==> src/rtl/div_sched_pkg.sv <==
// Shared types and helpers for the run-time clock divider controller.
package div_sched_pkg;

  localparam int CNT_W_DEF = 16;

  typedef enum logic [1:0] {
    STOP   = 2'd0,
    RUN    = 2'd1,
    SWITCH = 2'd2
  } sched_state_t;

  // Number of high cycles in a period of n: ceil(n/2) without overflow.
  function automatic logic [31:0] ceil_half(input logic [31:0] n);
    return (n >> 1) + {31'd0, n[0]};
  endfunction

endpackage

==> src/rtl/div_phase_gen.sv <==
// Phase counter and registered divided-clock/enable outputs; a load emits
// phase 0 of the new ratio on the same edge.
module div_phase_gen
  import div_sched_pkg::*;
#(
  parameter int CNT_W = CNT_W_DEF
) (
  input  logic             clk,
  input  logic             rst_n,
  input  logic             load,
  input  logic             stop,
  input  logic [CNT_W-1:0] n,
  output logic             at_boundary,
  output logic             div_clk,
  output logic             div_en
);

  localparam logic [CNT_W-1:0] ONE = CNT_W'(1);

  // cnt is the phase that the next edge will emit, so cnt == 0 marks the
  // edge that closes one period and opens the next.
  logic [CNT_W-1:0] cnt;
  logic [CNT_W-1:0] phase;
  logic [CNT_W-1:0] last_phase;

  always_comb begin
    phase      = load ? '0 : cnt;
    last_phase = n - ONE;
  end

  always_ff @(posedge clk or negedge rst_n) begin
    if (!rst_n) begin
      cnt     <= '0;
      div_clk <= 1'b0;
      div_en  <= 1'b0;
    end else if (stop) begin
      cnt     <= '0;
      div_clk <= 1'b0;
      div_en  <= 1'b0;
    end else begin
      div_clk <= (32'(phase) < ceil_half(32'(n)));
      div_en  <= (phase == last_phase);
      cnt     <= (phase == last_phase) ? '0 : phase + ONE;
    end
  end

  assign at_boundary = (cnt == '0);

endmodule

==> src/rtl/div_ratio_sched.sv <==
// Divider ratio scheduler: round-robin arbitration between two requesters,
// with new ratios applied only on period boundaries.
module div_ratio_sched
  import div_sched_pkg::*;
#(
  parameter int CNT_W       = CNT_W_DEF,
  parameter int DEFAULT_DIV = 4
) (
  input  logic             I_CLK,
  input  logic             Rst,
  input  logic [1:0]       req_i,
  input  logic [CNT_W-1:0] div0_i,
  input  logic [CNT_W-1:0] div1_i,
  output logic [1:0]       ack_o,
  output logic             busy_o,
  output logic [CNT_W-1:0] cur_div_o,
  output logic             O_EN,
  output logic             O_CLK
);

  localparam logic [CNT_W-1:0] RST_DIV   = CNT_W'(DEFAULT_DIV);
  localparam sched_state_t     RST_STATE = (DEFAULT_DIV == 0) ? STOP : RUN;

  sched_state_t     state;
  logic [CNT_W-1:0] pend_div;
  logic             pend_who;
  logic             last_gnt;

  logic             at_boundary;
  logic [1:0]       elig;
  logic             win_valid;
  logic             win_who;
  logic [CNT_W-1:0] win_div;
  logic             apply_now;
  logic             apply_who;
  logic [CNT_W-1:0] apply_div;
  logic             pg_load;
  logic             pg_stop;
  logic [CNT_W-1:0] pg_n;

  // Requester 1 wins alone, or on a tie when requester 0 was granted last.
  always_comb begin
    elig      = (state == SWITCH) ? 2'b00 : (req_i & ~ack_o);
    win_valid = |elig;
    win_who   = elig[1] && (!elig[0] || !last_gnt);
    win_div   = win_who ? div1_i : div0_i;

    apply_now = 1'b0;
    apply_who = win_who;
    apply_div = win_div;
    case (state)
      SWITCH: begin
        apply_now = at_boundary;
        apply_who = pend_who;
        apply_div = pend_div;
      end
      RUN:     apply_now = win_valid && at_boundary;
      default: apply_now = win_valid;
    endcase

    pg_load = apply_now && (apply_div != '0);
    pg_stop = ((state == STOP) && !pg_load) || (apply_now && (apply_div == '0));
    pg_n    = pg_load ? apply_div : cur_div_o;
  end

  always_ff @(posedge I_CLK or negedge Rst) begin
    if (!Rst) begin
      state     <= RST_STATE;
      cur_div_o <= RST_DIV;
      pend_div  <= '0;
      pend_who  <= 1'b0;
      last_gnt  <= 1'b1;
      ack_o     <= 2'b00;
      busy_o    <= 1'b0;
    end else begin
      ack_o <= 2'b00;
      if (win_valid) last_gnt <= win_who;
      if (apply_now) begin
        cur_div_o <= apply_div;
        ack_o     <= apply_who ? 2'b10 : 2'b01;
        state     <= (apply_div == '0) ? STOP : RUN;
        busy_o    <= 1'b0;
      end else if ((state == RUN) && win_valid) begin
        pend_div <= win_div;
        pend_who <= win_who;
        state    <= SWITCH;
        busy_o   <= 1'b1;
      end
    end
  end

  div_phase_gen #(
    .CNT_W(CNT_W)
  ) u_phase (
    .clk        (I_CLK),
    .rst_n      (Rst),
    .load       (pg_load),
    .stop       (pg_stop),
    .n          (pg_n),
    .at_boundary(at_boundary),
    .div_clk    (O_CLK),
    .div_en     (O_EN)
  );

endmodule

==> config.mk <==
export PLATFORM = sky130hd
export DESIGN_NAME = div_ratio_sched
export DESIGN_NICKNAME = d
export VERILOG_FILES = /design/src/rtl/div_sched_pkg.sv /design/src/rtl/div_phase_gen.sv /design/src/rtl/div_ratio_sched.sv
export SDC_FILE = /design/constraint.sdc
export NUM_CORES = 1
export LEC_CHECK = 0
export CAP_MARGIN = 25
export CORE_UTILIZATION = 62
export CTS_CLUSTER_DIAMETER = 150
export DETAILED_ROUTE_END_ITERATION = 7
export PLACE_DENSITY = 0.89
export SLEW_MARGIN = 15
export SYNTH_ARGS = -nofsm -noshare
export SYNTH_HDL_FRONTEND = slang
export SYNTH_SLANG_ARGS = --single-unit
export TNS_END_PERCENT = 50
==> constraint.sdc <==
create_clock -name I_CLK -period 14.9 [get_ports I_CLK]
set_clock_uncertainty 0.2 [all_clocks]
set_input_delay 4.47 -clock I_CLK [delete_from_list [all_inputs] [get_ports I_CLK]]
set_output_delay 4.47 -clock I_CLK [all_outputs]
set_load 0.05 [all_outputs]
; Word-level counts from Yosys, hierarchy flattened
; Cells that the tools add are included.
[totals]
register_bits = 57
inputBits = 36
[op_classes]
add_sub_neg = 3
n_lt_le_gt_ge = 1
n_eq_ne = 3
n_mux = 18
bitwise_logic = 3
n_reduce_logical = 18
[op_table]
columns = op, n
row1 = two-way mux 16 bit, 6
row2 = zero test 16 bit, 2
row3 = < comparator 16 x 32 -> 1 bit, 1
row4 = adder 15 x 1 -> 16 bit, 1
row5 = adder 16 x 1 -> 16 bit (second input constant), 1
row6 = == test 16 bit, 1
row7 = nonzero test 16 bit, 1
row8 = subtractor 16 x 1 -> 16 bit (second input constant), 1
row9 = two-way mux 2 bit, 5
row10 = logical AND 1 bit, 6
row11 = two-way mux 1 bit, 6
row12 = zero test 1 bit, 3
row13 = bitwise AND 2 bit, 1
row14 = == test 2 x 1 -> 1 bit (second input constant), 1
row15 = == test 2 bit (second input constant), 1
row16 = zero test 2 bit, 1
row17 = logical OR 1 bit, 2
row18 = inverter 2 bit, 1
row19 = one-hot mux 1 bit (2 select lines), 1
row20 = AND reduction 2 bit, 1
row21 = nonzero test 2 bit, 1
row22 = OR reduction 2 bit, 1
row23 = inverter 1 bit, 1

; Longest topological paths before layout
[depth]
depth_word = 15
mapped_depth = 34
ltp_nobuf = 28

; By module
; A second synthesis with hierarchy kept.
[unflattened]
hier_cells = 510
area_unflattened_um2 = 4460.5
[by_module_without_submodules]
columns = module, instances, cells_each, area_per_inst_um2, seq_area_each_um2
row1 = div_ratio_sched, 1, 252, 2242.2, 954.7
row2 = div_phase_gen, 1, 258, 2218.4, 450.4

; Least setup slack after synthesis
; No wires, ideal clock.
[synth_timing]
path_type = input -> register
from = input req_i[0]
to = register u_phase.div_clk
t_arrival_ns = 9.477
required_ns = 14.628
setup_slack_ns = 5.151
cell_stages = 30
n_path_buf = 6
cell_sequence = and3b_1 nor3_1 buf_6 a221oi_1 and3_1 nand3_1 o21ai_1 buf_4 buf_4 clkbuf_1 clkbuf_1 clkbuf_1 a21oi_1 inv_1 ha_1 ha_1 inv_1 or4_4 o31ai_1 nand2_1 ha_1 a21oi_1 nor2b_1 o21ai_0 nand2b_1 a21oi_1 nor2b_1 o21ai_0 nand3_1 nor2_1
[synth_via]
elab_chain_cells = 13
[synth_lines]
columns = element, line
row1 = start: declaration, div_ratio_sched.sv:11  ; input logic [1:0] req_i,
row2 = bitwise AND 2 bit *, div_ratio_sched.sv:43  ; elig = (state == SWITCH) ? 2'b00 : (req_i & ~ack_o);
row3 = two-way mux 2 bit *, div_ratio_sched.sv:43
row4 = zero test 1 bit, div_ratio_sched.sv:45  ; win_who = elig[1] && (!elig[0] || !last_gnt);
row5 = logical OR 1 bit, div_ratio_sched.sv:45
row6 = logical AND 1 bit, div_ratio_sched.sv:45
row7 = two-way mux 16 bit, div_ratio_sched.sv:46  ; win_div = win_who ? div1_i : div0_i;
row8 = two-way mux 16 bit, div_ratio_sched.sv:51  ; case (state)
row9 = nonzero test 16 bit, div_ratio_sched.sv:61  ; pg_load = apply_now && (apply_div != '0);
row10 = logical AND 1 bit, div_ratio_sched.sv:61
row11 = two-way mux 16 bit / zero test 1 bit (equally long branches), "div_ratio_sched.sv:63, div_ratio_sched.sv:62"
row12 = adder 15 x 1 -> 16 bit / logical AND 1 bit (equally long branches), "div_sched_pkg.sv:14, div_ratio_sched.sv:62"
row13 = < comparator 16 x 32 -> 1 bit / logical OR 1 bit (equally long branches), "div_phase_gen.sv:41, div_ratio_sched.sv:62"
row14 = two-way mux 1 bit *, div_phase_gen.sv:36  ; end else if (stop) begin
row15 = end signal: assignment, div_phase_gen.sv:41  ; div_clk <= (32'(phase) < ceil_half(32'(n)));
row16 = end: declaration, div_phase_gen.sv:14  ; output logic div_clk,
; Every way passes the cells marked *; elsewhere a longest branch is shown, timed or not.
; A chain may end at the register's enable or synchronous reset.

; Worst setup path in the final report
; Ends and elaborated chain as after synthesis.

==> impl_metrics.csv <==
group,metric,value,unit
critical_path,rr_worst_depth,23,
detailed_routing,wl_per_cell,19.0,um
synthesis,synth_area_leaders,"dfrtp_1, nand2_1, ha_1",
cells_and_area,stdcell_count,761,
detailed_routing,drt-pass1-iter-count,5,
global_routing,grtUsageMet1,46.5,%
synthesis,synth_area_per_cell,7.96,um2
timing,hold_viol,0,
critical_path,cp_cell_sequence,"clkdlybuf4s50_1 -> and3b_1 -> nor3_2 -> buf_4 -> a221oi_1 -> and3_1 -> nand3_1 -> o21ai_2 -> buf_4 -> a31oi_1 -> nor4_1 -> nor3b_1 -> xor2_1 -> ha_1 -> a21o_1 -> a21oi_1 -> nor2b_1 -> o21ai_0 -> nand2b_1 -> a21oi_1 -> nor2b_1 -> o21ai_0 -> nand3_1 -> nor2_1",
cells_and_area,fin_nets,716,
worst_hold_path,min_path_cells,2,
synthesis,syn-cell-area,0.00497,mm2
floorplan,initial_core_util,64.3,%
synthesis,synth_top_area_share,26.7,%
floorplan,dieArea,0.00838,mm2
detailed_routing,routed_wirelength,14400,um
floorplan,placeableCoreArea,0.00773,mm2
floorplan,die_w,91.5,um
critical_path,cp.buffers_inverters,3,
place,placed_area,0.00555,mm2
global_routing,gr-usage-met3,6.95,%
synthesis,syn-instance-count,624,
outcome,status,"finished clean",
clocking,clock-root-buffer,"clkbuf_8",
worst_hold_path,holdCritPathClass,"register to register",
global_routing,top_usage_layer,"met2",
global_routing,grt_max_degree,57,
detailed_routing,vias_per_cell,6.73,
cells_and_area,area_growth_syn_to_layout,13.6,%
timing,relSlewSlack,31.7,%
worst_hold_path,hold_end,"state[0]$_DFFE_PN1P_",
synthesis,synth_seq_area_share,28.3,%
critical_path,startpoint_type,"input port",
timing,fin_tns_setup,0,ps
global_routing,grt_pass1_vias,4842,
timing,timing.fmax,97.0,MHz
critical_path,timing.rr.end,"u_phase.div_clk$_DFF_PN0_",
timing,setup_viol,0,
clocking,worstSkewPairLatency,320,ps
global_routing,use_met2,57.5,%
global_routing,grt_pass1_wl,23500,um
timing,worst_pin_slew,1020,ps
power,ir_worst_vdd,0.403,mV
synthesis,ys_async_sr_fraction,100,%
timing,hold_ws,315,ps
synthesis,syn_nets,682,
worst_hold_path,min_from,"state[0]$_DFFE_PN1P_",
clocking,post_cts.repair.setup_buffers,0,
synthesis,yosys.area.top_type,"dfrtp_1",
global_routing,gr-total-overflow,0,
run,drv_cap,0,
detailed_routing,drc,0,
cells_and_area,final_area,0.00565,mm2
synthesis,yosysWarnings,0,
clocking,cts_tree,"yes",
global_routing,antenna_found_initial,0,
place,dp_hpwl,10800,um
synthesis,ys.flop_type,"dfrtp_1",
critical_path,crit_arrival,10370,ps
timing,grt_setup_unrepaired,"no",
clocking,postCtsHoldBufs,0,
critical_path,crit_slowest_cell,"nor4_1",
power,leakagePower,2.35,nW
timing,post-route-period-util,69.2,%
detailed_routing,drt-initial-drc-count,598,
critical_path,cp-end-kind,"register",
critical_path,r2r-start,"state[0]$_DFFE_PN1P_",
synthesis,synth-seq-cells,56,
synthesis,synth_edf_count,0,
timing,slew_violations,0,
critical_path,path_max_fanout,44,
place,port_buffers,56,
floorplan,pin_count,57,
critical_path,crit_required,14960,ps
cells_and_area,antenna_cells,0,
detailed_routing,vias,5123,
synthesis,synth_cell_type_count,65,
critical_path,reg2reg_setup_slack,8310,ps
floorplan,row_count,32,
global_routing,grt_use_total,35.3,%
critical_path,max_stage_delay,830,ps
clocking,cts_resized,0,
critical_path,critPathKind,"input port to register",
place,gp_congestion,0.971,
power,power.density,256,mW/mm2
clocking,cts_sinks,56,
cells_and_area,drive_gt1_share,6.68,%
clocking,htree_levels,2,
place,pre_cts_slack,4450,ps
timing,worst_slack,4590,ps
place,placedCellCount,752,
detailed_routing,postRouteAntennaNets,0,
timing,min_period,10310,ps
clocking,cts_buffer_depth,2,
critical_path,cp_top_family,"simple AND/OR/NAND/NOR gates",
clocking,cts.clk_slew.worst_paths,110,ps
floorplan,die_h,91.5,um
clocking,cts_inserted_buffers,5,
final cells by class:
cell class	count	area, um2
Clock buffer	6	82.6
Inverter	23	86.3
Timing Repair Buffer	64	616
Sequential cell	56	1410
Tap cell	102	128
Fill cell	597	2080
Multi-Input combinational cell	508	3320
Clock inverter	2	10.0
cells in the final DEF (no fill, tap or decap), types with 6 or more instances in the layout:
cell type,netlist,final
nand2_1,83,83
nor2_1,59,58
clkdlybuf4s50_1,0,55
dfrtp_1,53,53
xnor2_1,29,29
a21oi_1,27,27
a31oi_1,24,24
xor2_1,24,24
inv_1,23,23
ha_1,22,22
nor3_1,22,21
nand3_1,20,20
o21ai_0,18,18
and2_1,18,18
nor4_1,13,13
nand2b_1,12,12
a221oi_1,10,10
a211oi_1,10,10
a221o_1,10,10
nand4_1,9,9
or3_1,8,8
buf_4,3,8
a21o_1,7,7
and3_1,6,6
mux2i_1,6,6
clkbuf_8,0,6
synth_stat cells, types with 20 or more instances:
library cell,instances
xnor2_1,29
dfrtp_1,53
a21oi_1,27
inv_1,23
xor2_1,24
nand3_1,20
ha_1,22
clkbuf_1,22
nor3_1,22
nor2_1,59
nand2_1,83
a31oi_1,24
flip-flops by register name, summed over array words and instances (netlist names):
register / cells
ack_o: 2
busy_o: 1
cur_div_o: 16
last_gnt: 1
pend_div: 16
pend_who: 1
state: 1
u_phase.cnt: 16
u_phase.div_clk: 1
u_phase.div_en: 1
how the worst max path moves through the flow:
| stage | from | to | slack, ps | cells after the start |
|---|---|---|---|---|
| 6_report | req_i[0] | u_phase.div_clk$_DFF_PN0_ | 4590 | 24 |
| 5_1_grt | req_i[0] | u_phase.div_clk$_DFF_PN0_ | 4140 | 24 |
| 4_1_cts | req_i[0] | u_phase.div_clk$_DFF_PN0_ | 4750 | 24 |
| 3_5_place_dp | req_i[0] | u_phase.div_clk$_DFF_PN0_ | 4450 | 24 |
| 3_3_place_gp | req_i[0] | u_phase.div_clk$_DFF_PN0_ | 4790 | 22 |
| 2_1_floorplan | req_i[0] | u_phase.div_clk$_DFF_PN0_ | 5150 | 30 |
layer usage:
metal,wire length [um],vias up
met5,0,-
met4,356,0
met3,1360,39
met2,6870,311
met1,5850,2442
li1,-,2331
logic make-up after synthesis:
group | synth area share, %
AND/OR/NAND/NOR | 27.8
AO/OA/AOI/OAI | 21.5
buffers and inverters | 5.44
flip-flops | 28.3
XOR/XNOR | 9.34
adder cells (fa/ha/maj) | 5.54
multiplexers | 2.12
per-stage QoR:
stage               util [%]  power, W
finish                  73.1   0.00144
global route            73.1   0.00154
CTS                     73.0   0.00142
detailed placement      71.8   0.00132
global placement        71.8   0.00129
floorplan                  -   0.00106
report_power, final:
group | internal (W) | switching, W | total, W
clock network | 0.0000374 | 0.0000544 | 0.0000918
registers | 0.000214 | 0.0000720 | 0.000286
logic | 0.000379 | 0.000687 | 0.00107
worst register-to-register path, delay by kind of cell (launching register included):
kind | cells | cell delay (ps)
and+or+nand+nor | 10 | 2740
AOI/OAI and AO/OA | 8 | 2140
DFF | 1 | 560
adders and majority gates | 2 | 430
buffers and inverters | 2 | 320
xor gates and xnor gates | 1 | 170
No activity file was read; power rests on OpenSTA's default activity.
